<file path="src/rtl/wb_regfile.sv">
// -----------------------------------------------------------------------------
// wb_regfile: integer register file at the consuming end of writeback.
//
// Purpose:
//   - Holds NREG architectural registers of XLEN bits. x0 is hardwired to 0.
//   - One write port (from WB) and two combinational read ports (to ID).
//     A write in progress is bypassed to same-cycle reads.
//   - Load scoreboard: one busy bit per register. It is set when ID issues a
//     load and cleared when WB retires a write to that register. While busy,
//     reads of that register raise stall_out.
//
// Ports:
//   clk, rst                     clock, synchronous active-high reset
//   Ctl_RegWrite_in, Rd_in,
//   WriteData_in                 writeback port
//   rs1_in, rs2_in               read indices from ID
//   ReadData1_out, ReadData2_out read data (combinational, bypassed)
//   busy_set_in, busy_rd_in      load issue: mark busy_rd_in pending
//   flush_in                     drops this cycle's busy set
//   stall_out                    load-use hazard on rs1/rs2
//   busy_vec_out                 scoreboard bits (bit 0 always 0)
// -----------------------------------------------------------------------------
module wb_regfile #(
    parameter int XLEN = 32,
    parameter int NREG = 32,
    parameter int AW   = 5
) (
    input  logic            clk,
    input  logic            rst,
    input  logic            Ctl_RegWrite_in,
    input  logic [AW-1:0]   Rd_in,
    input  logic [XLEN-1:0] WriteData_in,
    input  logic [AW-1:0]   rs1_in,
    input  logic [AW-1:0]   rs2_in,
    output logic [XLEN-1:0] ReadData1_out,
    output logic [XLEN-1:0] ReadData2_out,
    input  logic            busy_set_in,
    input  logic [AW-1:0]   busy_rd_in,
    input  logic            flush_in,
    output logic            stall_out,
    output logic [NREG-1:0] busy_vec_out
);

    logic [XLEN-1:0] regs_reg [NREG];
    logic [NREG-1:0] busy_reg;
    logic [NREG-1:0] busy_next;

    // A write to x0 is not a write at all: it neither updates x0 nor clears
    // a busy bit, so fold the Rd != 0 qualifier in once here.
    logic wr_en;
    logic set_en;
    assign wr_en  = Ctl_RegWrite_in && (Rd_in != '0);
    assign set_en = busy_set_in && !flush_in && (busy_rd_in != '0);

    // Register storage. Every register needs a reset value, so this is built
    // from flops rather than RAM. Entry 0 can never match while wr_en is high,
    // so it simply holds its reset value of 0.
    generate
        for (genvar gi = 0; gi < NREG; gi++) begin : g_reg
            always_ff @(posedge clk) begin
                if (rst) begin
                    regs_reg[gi] <= '0;
                end else if (wr_en && (Rd_in == AW'(gi))) begin
                    regs_reg[gi] <= WriteData_in;
                end
            end
        end
    endgenerate

    // Scoreboard next state: the clear is applied first and the set second, so
    // a new load to the same register wins over the one that is retiring.
    always_comb begin
        busy_next = busy_reg;
        if (wr_en) begin
            busy_next[Rd_in] = 1'b0;
        end
        if (set_en) begin
            busy_next[busy_rd_in] = 1'b1;
        end
        busy_next[0] = 1'b0;
    end

    always_ff @(posedge clk) begin
        if (rst) begin
            busy_reg <= '0;
        end else begin
            busy_reg <= busy_next;
        end
    end

    assign busy_vec_out = busy_reg;

    // Read ports with write-through bypass. A bypass hit also masks the busy
    // bit, because the value the pending load was waiting for is arriving in
    // this cycle.
    logic byp1;
    logic byp2;
    logic hit1;
    logic hit2;

    assign byp1 = wr_en && (Rd_in == rs1_in);
    assign byp2 = wr_en && (Rd_in == rs2_in);

    always_comb begin
        ReadData1_out = '0;
        if (rs1_in != '0) begin
            ReadData1_out = byp1 ? WriteData_in : regs_reg[rs1_in];
        end
    end

    always_comb begin
        ReadData2_out = '0;
        if (rs2_in != '0) begin
            ReadData2_out = byp2 ? WriteData_in : regs_reg[rs2_in];
        end
    end

    assign hit1      = (rs1_in != '0) && busy_reg[rs1_in] && !byp1;
    assign hit2      = (rs2_in != '0) && busy_reg[rs2_in] && !byp2;
    assign stall_out = hit1 || hit2;

endmodule

</file>
<file path="config.mk">
export PLATFORM = sky130hd
export DESIGN_NAME = wb_regfile
export DESIGN_NICKNAME = d
export VERILOG_FILES = /design/src/rtl/wb_regfile.sv
export SDC_FILE = /design/constraint.sdc
export NUM_CORES = 2
export LEC_CHECK = 0
export BUFFER_PORTS_ARGS = -buffer_cell sky130_fd_sc_hd__buf_2
export CAP_MARGIN = 20
export CORE_MARGIN = 2
export CORE_UTILIZATION = 60
export DETAILED_ROUTE_END_ITERATION = 8
export PLACE_DENSITY_LB_ADDON = 0.08
export SETUP_SLACK_MARGIN = 0.15
export SLEW_MARGIN = 15
export SYNTH_ARGS = -nofsm -noshare
export SYNTH_HDL_FRONTEND = slang
export SYNTH_SLANG_ARGS = --single-unit
</file>
<file path="constraint.sdc">
create_clock -name clk -period 4.8 [get_ports clk]
set_clock_uncertainty 0.05 [all_clocks]
set_input_delay 0.72 -clock clk [delete_from_list [all_inputs] [get_ports clk]]
set_output_delay 0.72 -clock clk [all_outputs]
set_load 0.02 [all_outputs]
</file>
==> impl_metrics.sql <==
INSERT INTO impl_metrics (metric_group, metric, value, unit) VALUES
('min_path', 'holdPathStages', '3', ''),
('final_layout', 'final_core_utilization', '66.80', '%'),
('yosys', 'asyncSetResetFlopFracSynth', '0', '%'),
('clock_network', 'tritoncts', 'built', ''),
('timing', 'period_share', '94.39', '%'),
('final_layout', 'number_of_flip_flops_under_the_largest_register_name', '1024', ''),
('timing', 'final_max_slew_violation_count', '0', ''),
('timing', 'report.final.setup_viol', '0', ''),
('clock_network', 'clock_tree.htree_level_count', '3', ''),
('pwr', 'seqPwrFrac', '48.7', '%'),
('worst_setup_path', 'worst_r2r_path_depth', '2', ''),
('clock_network', 'max-clock-path-buffers', '3', ''),
('yosys', 'synth_edf_count', '1024', ''),
('worst_setup_path', 'crit_cells', '8', ''),
('route', 'met3RoutedLength', '25500', 'um'),
('global_routing', 'via_count_of_the_first_global_routing_pass', '39830', ''),
('run_status', 'outcome', 'complete, no violations', ''),
('clock_network', 'cts.sink_count', '1055', ''),
('worst_setup_path', 'crit_start', 'rs2_in[1]', ''),
('pwr', 'vdd_ir_drop_max', '0.0003103', 'V'),
('min_path', 'timing.hold.worst.class', 'input port to flip-flop', ''),
('die', 'start_util', '60.54', '%'),
('global_routing', 'overflow', '0', ''),
('worst_setup_path', 'crit_buf_inv', '3', ''),
('yosys', 'synthesis.area', '57440', 'um2'),
('global_routing', 'antenna_violations_before_repair', '20', ''),
('yosys', 'yosys_warnings', '0', ''),
('worst_setup_path', 'critical_path.cell_chain', 'buf_8 -> nor2b_4 -> buf_4 -> nand2_1 -> a311oi_1 -> nor3_1 -> a211o_1 -> buf_2', ''),
('die', 'chipHeight', '313.4', 'um'),
('route', 'ant_nets', '0', ''),
('place', 'dp_wirelength', '117900', 'um'),
('pwr', 'pwr-share-comb', '13.5', '%'),
('worst_setup_path', 'reg2reg_from', 'busy_vec_out[16]', ''),
('route', 'routed_wire_length_per_instance', '35.70', 'um'),
('job', 'max_cap_viol_count', '0', ''),
('die', 'core-area', '94870', 'um2'),
('yosys', 'avgSynthCellArea', '14.28', 'um2'),
('yosys', 'post_synthesis_cell_type_count', '62', ''),
('timing', 'whs', '0.3124', 'ns'),
('worst_setup_path', 'cp.arrival', '3.76', 'ns'),
('worst_setup_path', 'critical_path.max_stage_delay', '0.86', 'ns'),
('timing', 'slew_headroom', '19.49', '%'),
('clock_network', 'clk_pin_slew_worst_paths', '0.07', 'ns'),
('yosys', 'postSynthRegisterBits', '1055', ''),
('timing', 'clock.fmax', '220.7', 'MHz'),
('yosys', 'synth-main-ff-cell', 'edfxtp_1', ''),
('timing', 'rsz0062_at_grt', 'no', ''),
('global_routing', 'groute.usage.overall', '39.46', '%'),
('global_routing', 'grt_max_degree', '73', ''),
('pwr', 'clock_power_share', '37.8', '%'),
('clock_network', 'clk-insertion-delay-late', '0.69', 'ns'),
('clock_network', 'cts_hold_buf', '0', ''),
('worst_setup_path', 'worst_path_dominant_cell_family', 'compound AO/OA/AOI/OAI gates', ''),
('route', 'drc', '0', ''),
('yosys', 'syn_inst', '4022', ''),
('route', 'drt_first_iter_violations', '6477', ''),
('pwr', 'total_leakage_power', '0.02273', 'uW'),
('timing', 'final-hold-violation-count', '0', ''),
('die', 'io_pins', '154', ''),
('clock_network', 'ctsRootBufferMaster', 'clkbuf_16', ''),
('final_layout', 'finish.instance_area', '63370', 'um2'),
('place', 'io_buffers', '152', ''),
('clock_network', 'postCtsSetupBuffers', '0', ''),
('timing', 'timing.final.crit_period', '4.531', 'ns'),
('worst_setup_path', 'cpMaxStageDelayCell', 'a311oi_1', ''),
('clock_network', 'post_cts.resized_instances', '0', ''),
('route', 'wl', '194000', 'um'),
('place', 'placed_instance_area', '59890', 'um2'),
('yosys', 'synth.yosys.seq_area_share', '54.62', '%'),
('route', 'top_layer', 'met5', ''),
('final_layout', 'layout-drive-gt1-share', '23.96', '%');
## Yosys cell counts, drive strengths merged (32+ instances only)
library cell	instances	share of area (%)
a211o	41	0.63
a211oi	70	0.91
a21oi	53	0.46
a221oi	94	1.4
a22oi	36	0.47
and2	995	11
buf	153	1.7
clkbuf	275	1.8
edfxtp	1024	54
inv	37	0.24
mux2i	322	5.6
mux4	403	16
nand2	59	0.39
nor2	61	0.40
o21ai	32	0.29
o22ai	58	0.63
## through the flow
| stage | total power, uW | setup slack, ns | cells |
|---|---|---|---|
| 2_1_floorplan | 12820 | 1.461 | 4054 |
| 3_3_place_gp | 13890 | 0.5370 | 5222 |
| 3_5_place_dp | 13990 | 0.4955 | 5222 |
| 4_1_cts | 22250 | 0.4949 | 5426 |
| 5_1_grt | 22820 | 0.2870 | 5427 |
| 6_report | 22340 | 0.2695 | 5433 |
## tightest hold or removal path, cell delays in order
cell and delay [ns]:
buf_2 0.13, a32oi_1 0.10, nor2_1 0.08
## power by group through the flow
stage               registers (uW)  clock network [uW]  logic [uW]
finish                       10900                8440        3020
global placement             11000                   0        2900
CTS                          10900                8430        2940
detailed placement           11100                   0        2930
floorplan                    11000                   0        1870
global route                 10900                8800        3100
## cell families (layout without fill, tap and decap cells)
family | after synthesis | after routing | share of synthesized area [%]
AOI/OAI and AO/OA | 520 | 520 | 6.866
xor gates and xnor gates | 10 | 10 | 0.1525
buffers and inverters | 466 | 573 | 3.749
DFF | 1055 | 1055 | 54.62
muxes | 738 | 738 | 21.67
other | 1 | 40 | 0.006529
and+or+nand+nor | 1232 | 1232 | 12.94
## area by class of cell
| class | count | area, um2 |
|---|---|---|
| Fill cell | 6730 | 31500 |
| Sequential cell | 1055 | 31370 |
| Multi-Input combinational cell | 2533 | 24310 |
| Clock buffer | 141 | 2899 |
| Timing Repair Buffer | 331 | 2489 |
| Tap cell | 1265 | 1583 |
| Clock inverter | 63 | 564.3 |
| Inverter | 38 | 142.6 |
| Antenna cell | 7 | 17.52 |
## layer usage
metal  up-vias  track usage (%)
met5         -                0
met4        16            23.26
met3       647            9.579
met2      3276            60.08
met1     19900            52.18
li1      15560                -
## path summary, 6_finish.rpt
check	end	slack, ns
worst max-delay path	ReadData2_out[9]	0.27
worst min register to register	busy_vec_out[31]	0.46
worst min-delay path	busy_vec_out[7]	0.31
worst max register to register	busy_vec_out[16]	4.00
No activity file was read; power rests on OpenSTA's default activity.
